`config.mk`:
```
export PLATFORM = sky130hd
export DESIGN_NAME = uart_program_loader
export DESIGN_NICKNAME = d
export VERILOG_FILES = /design/src/rtl/uart_program_loader.sv
export SDC_FILE = /design/constraint.sdc
export NUM_CORES = 1
export LEC_CHECK = 0
export ABC_AREA = 1
export CAP_MARGIN = 20
export CORE_ASPECT_RATIO = 2
export CORE_MARGIN = 2
export CORE_UTILIZATION = 50
export CTS_CLUSTER_SIZE = 30
export DETAILED_ROUTE_END_ITERATION = 16
export PLACE_DENSITY = 0.74
export SYNTH_ARGS = -nofsm -noshare
export SYNTH_HDL_FRONTEND = slang
export SYNTH_SLANG_ARGS = --single-unit
```
`constraint.sdc`:
```
create_clock -name sysclk -period 3.2 [get_ports sysclk]
set_input_delay 0.48 -clock sysclk [delete_from_list [all_inputs] [get_ports sysclk]]
set_output_delay 0.48 -clock sysclk [all_outputs]
set_load 0.005 [all_outputs]
```
`src/rtl/uart_program_loader.sv`:
```
// Boot loader: receives a framed program image over 8N1 UART, writes 32-bit
// little-endian words into program BRAM and holds the core in reset until the image checks out.
//
// state    | meaning
// ---------+------------------------------------------------------------
// IDLE     | waiting for the sync byte
// LEN_LO   | next byte is the low byte of the word count
// LEN_HI   | next byte is the high byte; decides DATA / CHECK / ERROR
// DATA     | assembling payload bytes into words, one BRAM write per word
// CHECK    | next byte is the XOR checksum of the payload
// DONE     | image valid, core released; sync byte starts a reload
// ERROR    | bad length, framing error or checksum; sync byte retries
module uart_program_loader #(
  parameter int          CLKS_PER_BIT    = 868,
  parameter int          PMEM_ADDR_WIDTH = 12,
  parameter logic [7:0]  SYNC_BYTE       = 8'hA5
) (
  input  logic                       sysclk,
  input  logic                       rst,
  input  logic                       uart_rx,
  output logic [PMEM_ADDR_WIDTH-1:0] pmem_wr_addr,
  output logic [31:0]                pmem_wr_data,
  output logic [3:0]                 pmem_byte_w_en,
  output logic                       cpu_rst,
  output logic                       load_done,
  output logic                       load_error
);

  localparam int             AW       = PMEM_ADDR_WIDTH;
  localparam int             CW       = $clog2(CLKS_PER_BIT);
  localparam logic [CW-1:0]  FULL_BIT = CW'(CLKS_PER_BIT - 1);
  localparam logic [CW-1:0]  HALF_BIT = CW'(CLKS_PER_BIT / 2 - 1);
  localparam logic [16:0]    CAPACITY = 17'(1) << AW;

  typedef enum logic [1:0] {RX_IDLE, RX_START, RX_DATA, RX_STOP} rx_state_t;
  typedef enum logic [2:0] {
    ST_IDLE, ST_LEN_LO, ST_LEN_HI, ST_DATA, ST_CHECK, ST_DONE, ST_ERROR
  } ld_state_t;

  logic            rx_s1_q, rx_s2_q, rx_s3_q;
  logic            rx_fall, rx_tick;
  rx_state_t       rx_state_q, rx_state_d;
  logic [CW-1:0]   rx_cnt_q;
  logic [2:0]      rx_bit_q;
  logic [7:0]      rx_shift_q;
  logic            byte_valid_d, frame_err_d;
  logic            byte_valid_q, frame_err_q;

  ld_state_t       st_q, st_d;
  logic [15:0]     len_q;
  logic [15:0]     len_new;
  logic [AW:0]     addr_q;
  logic [1:0]      idx_q;
  logic [31:0]     word_q;
  logic [7:0]      chk_q;
  logic            wr_q;
  logic            cpu_rst_q;
  logic            last_word;

  // rx_s3_q is the previous synchronised sample, used only for edge detection
  always_ff @(posedge sysclk) begin
    if (rst) begin
      rx_s1_q <= 1'b1;
      rx_s2_q <= 1'b1;
      rx_s3_q <= 1'b1;
    end else begin
      rx_s1_q <= uart_rx;
      rx_s2_q <= rx_s1_q;
      rx_s3_q <= rx_s2_q;
    end
  end

  assign rx_fall = rx_s3_q & ~rx_s2_q;
  assign rx_tick = (rx_cnt_q == '0);

  always_ff @(posedge sysclk) begin
    if (rst) rx_state_q <= RX_IDLE;
    else     rx_state_q <= rx_state_d;
  end

  always_comb begin
    rx_state_d = rx_state_q;
    unique case (rx_state_q)
      RX_IDLE:  if (rx_fall) rx_state_d = RX_START;
      RX_START: if (rx_tick) rx_state_d = rx_s2_q ? RX_IDLE : RX_DATA;
      RX_DATA:  if (rx_tick && rx_bit_q == 3'd7) rx_state_d = RX_STOP;
      RX_STOP:  if (rx_tick) rx_state_d = RX_IDLE;
      default:  rx_state_d = RX_IDLE;
    endcase
  end

  always_comb begin
    byte_valid_d = (rx_state_q == RX_STOP) && rx_tick && rx_s2_q;
    frame_err_d  = (rx_state_q == RX_STOP) && rx_tick && !rx_s2_q;
  end

  // Idle keeps the half-bit count preloaded so the start check lands mid-bit
  always_ff @(posedge sysclk) begin
    if (rst) begin
      rx_cnt_q     <= '0;
      rx_bit_q     <= '0;
      rx_shift_q   <= '0;
      byte_valid_q <= 1'b0;
      frame_err_q  <= 1'b0;
    end else begin
      byte_valid_q <= byte_valid_d;
      frame_err_q  <= frame_err_d;
      if (rx_state_q == RX_IDLE) begin
        rx_cnt_q <= HALF_BIT;
        rx_bit_q <= '0;
      end else if (rx_tick) begin
        rx_cnt_q <= FULL_BIT;
      end else begin
        rx_cnt_q <= rx_cnt_q - 1'b1;
      end
      if (rx_state_q == RX_DATA && rx_tick) begin
        rx_shift_q <= {rx_s2_q, rx_shift_q[7:1]};
        rx_bit_q   <= rx_bit_q + 1'b1;
      end
    end
  end

  assign len_new   = {rx_shift_q, len_q[7:0]};
  assign last_word = (17'(addr_q) == (17'(len_q) - 17'd1));

  always_ff @(posedge sysclk) begin
    if (rst) st_q <= ST_IDLE;
    else     st_q <= st_d;
  end

  always_comb begin
    st_d = st_q;
    if (frame_err_q && (st_q == ST_LEN_LO || st_q == ST_LEN_HI ||
                        st_q == ST_DATA   || st_q == ST_CHECK)) begin
      st_d = ST_ERROR;
    end else if (byte_valid_q) begin
      unique case (st_q)
        ST_IDLE:   if (rx_shift_q == SYNC_BYTE) st_d = ST_LEN_LO;
        ST_LEN_LO: st_d = ST_LEN_HI;
        ST_LEN_HI: begin
          if (17'(len_new) > CAPACITY) st_d = ST_ERROR;
          else if (len_new == 16'd0)   st_d = ST_CHECK;
          else                         st_d = ST_DATA;
        end
        ST_DATA:   if (idx_q == 2'd3 && last_word) st_d = ST_CHECK;
        ST_CHECK:  st_d = (rx_shift_q == chk_q) ? ST_DONE : ST_ERROR;
        ST_DONE,
        ST_ERROR:  if (rx_shift_q == SYNC_BYTE) st_d = ST_LEN_LO;
        default:   st_d = ST_IDLE;
      endcase
    end
  end

  // The write strobe lags the fourth byte by one cycle; the address steps after it
  always_ff @(posedge sysclk) begin
    if (rst) begin
      len_q     <= '0;
      addr_q    <= '0;
      idx_q     <= '0;
      word_q    <= '0;
      chk_q     <= '0;
      wr_q      <= 1'b0;
      cpu_rst_q <= 1'b1;
    end else begin
      wr_q      <= 1'b0;
      cpu_rst_q <= (st_d != ST_DONE);
      if (wr_q) addr_q <= addr_q + 1'b1;
      if (byte_valid_q) begin
        unique case (st_q)
          ST_LEN_LO: len_q[7:0] <= rx_shift_q;
          ST_LEN_HI: begin
            len_q[15:8] <= rx_shift_q;
            addr_q      <= '0;
            idx_q       <= '0;
            chk_q       <= '0;
          end
          ST_DATA: begin
            word_q[{idx_q, 3'b000} +: 8] <= rx_shift_q;
            chk_q <= chk_q ^ rx_shift_q;
            idx_q <= idx_q + 1'b1;
            if (idx_q == 2'd3) wr_q <= 1'b1;
          end
          default: ;
        endcase
      end
    end
  end

  always_comb begin
    pmem_wr_addr   = addr_q[AW-1:0];
    pmem_wr_data   = word_q;
    pmem_byte_w_en = wr_q ? 4'b1111 : 4'b0000;
    cpu_rst        = cpu_rst_q;
    load_done      = (st_q == ST_DONE);
    load_error     = (st_q == ST_ERROR);
  end

endmodule

```
==> results of run 1 <==
## worst max-delay path: stages, from the launching register on
cell	delay (ps)
dfxtp_1	590
inv_1	320
ha_1	410
inv_1	80
nor3_1	650
nand3_1	170
a21oi_1	150
## stage by stage
step	cell area [sq um]	std cells	hold WS, ps	power [mW]	setup WS [ps]
2_1_floorplan	5134	706	389.5	1.385	1065
3_5_place_dp	5644	861	393.4	1.402	824.1
3_3_place_gp	5644	861	392.7	1.399	1032
4_1_cts	5924	876	410.6	2.447	815.4
6_report	5924	876	410.0	2.427	756.4
5_1_grt	5924	876	430.1	2.501	563.5
## synth_stat cells (all sizes together), types with 3 or more instances
cell type	count	share of area, %
dfxtp	104	41
xnor2	9	1.5
or3	8	0.97
nand2	141	10
or2	4	0.54
xor2	15	2.6
nor3b	4	0.58
nor4	4	0.61
clkbuf	14	1.0
nand3	33	3.3
ha	11	2.7
buf	23	3.2
a31oi	5	0.61
o21ai	42	4.2
a21oi	75	7.5
nand4	10	1.2
nor3	19	1.9
inv	69	5.1
nor2	100	8.7
nand3b	3	0.44
## cell type report
class	instances	share of cell area, %
multi-input cells	495	43.34
well taps	135	2.851
flip-flops and latches	104	35.14
clock inverters	5	0.6969
clock buffers	10	4.034
repair buffers	57	9.461
inverters	70	4.477
## path summary, 6_finish.rpt
kind / depth (start not counted) / startpoint / to / slack, ps
worst min-delay path: 1 / rx_s1_q / rx_s2_q / 410
worst max-delay path: 6 / idx_q[0] / pmem_wr_data[23] / 760
worst min register to register: 1 / rx_s1_q / rx_s2_q / 410
worst max register to register: 6 / idx_q[0] / pmem_wr_data[23] / 760
## power groups by stage
stage                     clock [mW]  combinational (mW)  sequential, mW
after floorplan                    0              0.0486            1.34
after global placement             0              0.0625            1.34
after detailed placement           0              0.0643            1.34
after CTS                       1.08              0.0647            1.31
after global routing            1.12              0.0717            1.31
final                           1.06              0.0642            1.31
## per-layer routing
| layer | vias to the layer above | GRT usage, % | part of all wire (%) |
|---|---|---|---|
| met5 | - | 0 | 0 |
| met4 | 0 | 10.09 | 2.9 |
| met3 | 27 | 3.635 | 3.3 |
| met2 | 100 | 43.70 | 56 |
| met1 | 2145 | 25.29 | 38 |
| li1 | 2346 | - | - |
## sequential cells by signal, indices dropped and copies added, names as in the netlist, named ones only
| signal | count |
|---|---|
| rx_s2_q | 1 |
| cpu_rst | 1 |
| addr_q | 13 |
| rx_state_q | 1 |
| rx_s3_q | 1 |
| idx_q | 2 |
| byte_valid_q | 1 |
| chk_q | 8 |
| pmem_wr_data | 32 |
| rx_cnt_q | 10 |
| rx_shift_q | 8 |
| wr_q | 1 |
| rx_bit_q | 3 |
| len_q | 16 |
| frame_err_q | 1 |
| rx_s1_q | 1 |
| st_q | 3 |
## logic make-up after synthesis
family / Yosys count / share of synthesized area, %
mux: 1 / 0.1950
flops: 104 / 40.56
simple gates: 327 / 28.83
compound gates: 131 / 13.77
xor+xnor: 25 / 4.533
buf+inv: 107 / 9.432
fa+ha+maj: 11 / 2.681
==> flow_summary.ini, run 1 <==
[logic_synthesis]
async_flop_share_pct = 0
ys_warn_count = 0
synth_edf_count = 0
ys_types = 46
syn_avg_cell_area_sq_um = 7.271
ys_seq_area_share_pct = 40.56
synth.cell_area_sq_um = 5134
synth_fp_nets = 720
synthCells = 706
ys.flop_type = dfxtp_1
ys_seq_elements = 104

[power_and_ir_drop]
max-vdd-ir-drop_uv = 374.9
powerDensity_nw_per_um2 = 409.7
p_int_mw = 1.873
power.switching_mw = 0.5538
leakage_nw = 2.413
clock_power_share_pct = 43.5
seq_power_share_pct = 53.8
combinationalPowerShare_pct = 2.6
p_sw_share_pct = 22.82

[finish]
drive_gt1_share_pct = 6.343
nets = 751
area_growth_pct = 15.40
postLayoutCoreUtil_pct = 58.75
multi_input_area_sq_um = 2567
final_cell_mix = nand2_1, dfxtp_1, nor2_1, a21oi_1, inv_1
fill_cells = 938
mostFrequentLayoutCell = nand2_1
regArea_sq_um = 2082
n_antenna_cell = 0

[sta]
fmax_mhz = 409.2
period_share_pct = 76.36
max_slew_margin_pct = 43.45
rsz0062_at_grt = false
period_minus_slack_ps = 2444
worst-slew-pin-transition_ps = 841.8
setup_viol = 0
maxSlewViolCount = 0
finalHoldViolCount = 0
setup_tns_ps = 0
fin_worst_skew_ps = 6.317

[floorplanning]
rows = 52
coreArea_sq_um = 10080
start_util_pct = 50.91
ioPinCount = 54
die_y_microns = 147.3
die_w_microns = 75.65
die-area_sq_um = 11140

[critical_path]
endpoint_kind = flop
critPathArrivalTime_ps = 2730
startpoint_type = flop
worstPathMaxFanout = 14
critical_path_class = flop to flop
critPathRequiredTime_ps = 3480

[clocking]
tritoncts = done
post_cts_buffers = 0
numCtsBuffers = 9
worst_skew_pair.late_latency_ps = 350
post_cts_resized = 0
root_buffer = clkbuf_16
clk_pin_slew_ps = 70
htree_levels = 3
hold_buffers = 0
cts_buffer_depth = 2
cts_sinks = 104

[outcome]
outcome = finished clean

[drt]
wire_per_inst_microns = 14.29
route.detailed.drc = 0
drt_iter0_drc = 231
antenna_left = 0
drt_wl_total_microns = 12520
vias_per_cell = 5.272
dr.pass1.iters = 5
dr_total_vias = 4618

[global_routing]
antenna_found_initial = 0
grt_pass1_wl_microns = 20560
grt_max_degree = 47
track_usage_pct = 23.73
grt_pass1_vias = 4592
grt-ovfl-total = 0

[job]
drv_cap = 0

[placement]
dpl.hpwl_microns = 9272
portBuffers = 53
gp_congestion = 0.8447

[worst_hold_path]
worst_hold_path_type = flop to flop
No activity file was read; power rests on OpenSTA's default activity.
==> run 2: changes to the inputs <==
PLACE_DENSITY = 0.77   (was 0.74)
clock period = 2.04 ns   (was 3.2 ns; I/O delays follow)
==> flow_summary.ini, run 2 (synthesis results as in run 1) <==
[critical_path]
timing.rr.start = rx_cnt_q[0]
startpoint_type = flop
cpMaxStageDelayCell = dfxtp_2
critical_path_class = flop to flop
path_delay_family = simple AND/OR/NAND/NOR gates
endpoint_kind = flop
reg2reg_slack_ps = -7
critPathArrivalTime_ps = 2270
cp-startpoint = rx_cnt_q[0]
critPathRequiredTime_ps = 2270
path_buf_inv = 5
worstPathMaxFanout = 8
critical-path-max-stage-delay_ps = 330
path_cells = inv_2, ha_4, inv_4, nor2_4, nand3_2, nor2_2, inv_2, or2_4, nor2_8, inv_8, nor2_4, buf_6, a21oi_2

[worst_hold_path]
min_from = rx_s1_q
worst_hold_path_type = flop to flop

[global_routing]
grt.met2_usage_pct = 42.74
track_usage_pct = 23.25
grt_max_degree = 34
grt_pass1_vias = 4520
grt-ovfl-total = 0
grt-busiest-layer = met2
grt_pass1_wl_microns = 20150
met1_usage_pct = 23.98
antenna_found_initial = 0
use_met3_pct = 3.909

[clocking]
htree_levels = 3
tritoncts = done
root_buffer = clkbuf_16
worst_skew_pair.late_latency_ps = 350
cts_sinks = 104
clk_pin_slew_ps = 70
cts_buffer_depth = 2
numCtsBuffers = 9

[drt]
route.detailed.drc = 0
wire_per_inst_microns = 14.07
dr.pass1.iters = 5
drt_wl_total_microns = 12740
antenna_left = 0
dr_total_vias = 4765
drt_iter0_drc = 233
vias_per_cell = 5.265

[finish]
n_antenna_cell = 0
largest_reg_flops = 32
fill_cells = 917
drive_gt1_share_pct = 14.03
mostFrequentLayoutCell = nand2_1
final_area_sq_um = 6251
final_cell_mix = nand2_1, dfxtp_1, nor2_1, a21oi_1, inv_1
area_growth_pct = 21.76
nets = 780

[sta]
worst-slew-pin-transition_ps = 476.8
fin_worst_skew_ps = 9.622
max_slew_margin_pct = 67.92
maxSlewViolCount = 0
rsz0062_at_grt = true
setup_ws_ps = -7.466
setup_viol = 1
period_share_pct = 100.4
fmax_mhz = 488.4
finalHoldViolCount = 0
period_minus_slack_ps = 2047

[power_and_ir_drop]
powerDensity_nw_per_um2 = 603.9
p_total_mw = 3.775
max-vdd-ir-drop_uv = 512.8
leakage_nw = 2.550

[floorplanning]
die-area_sq_um = 11140
die_y_microns = 147.3
coreArea_sq_um = 10080
die_w_microns = 75.65
rows = 52
ioPinCount = 54
start_util_pct = 50.91

[placement]
portBuffers = 53
dpl.hpwl_microns = 9277
gp_congestion = 0.8347
placed_area_sq_um = 5784

[outcome]
outcome = complete, but fails checks
violations = setup timing

[job]
drv_cap = 0
run 2: final timing paths:
check,to,cells after the start
max reg2reg,rx_shift_q[1],13
max,rx_shift_q[1],13
min reg2reg,rx_s2_q,1
min,rx_s2_q,1
run 2: timing repair:
item                       4_1_cts  5_1_grt
setup buffers                    6        4
cloned                           0        1
setup endpoints to repair        4       21
hold endpoints to repair         0        0
gates resized for setup          6       39
pin swaps                        1       21
hold buffers                     0        0
run 2: metrics by stage:
| stage | setup WS [ps] | TNS (ps) | hold WS (ps) | std cells | utilization, % |
|---|---|---|---|---|---|
| after global routing | -138.0 | -1022 | 441.6 | 905 | 61.99 |
| after global placement | 75.84 | 0 | 391.3 | 879 | 57.36 |
| final | -7.466 | -7.466 | 414.4 | 905 | 61.99 |
| after detailed placement | -24.18 | -24.18 | 398.1 | 879 | 57.36 |
| after CTS | 19.28 | 0 | 415.1 | 900 | 60.60 |
| after floorplan | 46.88 | 0 | 389.5 | 706 | - |
run 2: power breakdown:
| part | switching, mW | internal [mW] |
|---|---|---|
| Combinational | 0.0742 | 0.0394 |
| Sequential | 0.0103 | 2.04 |
| Clock | 0.780 | 0.830 |
| Total | 0.865 | 2.91 |
run 2: final cells by class:
type,instances,area (sq um),area share (%)
Timing Repair Buffer,85,785.8,12.57
Clock inverter,6,43.79,0.7006
Inverter,70,272.8,4.363
Tap cell,135,168.9,2.702
Clock buffer,9,225.2,3.603
Sequential cell,104,2092,33.47
Multi-Input combinational cell,496,2663,42.59
run 2: per-layer routing:
metal / share of wire, % / vias up / wire, microns
met2: 56 / 97 / 7148
met4: 3.9 / 0 / 500
met5: 0 / - / 0
met3: 2.8 / 35 / 355
li1: - / 2409 / -
met1: 37 / 2224 / 4731
==> run 3: changes to the inputs <==
CTS_CLUSTER_DIAMETER = 50   (was unset)
==> results of run 3 <==
Final layout, timing and power as in run 2 (identical DEF).
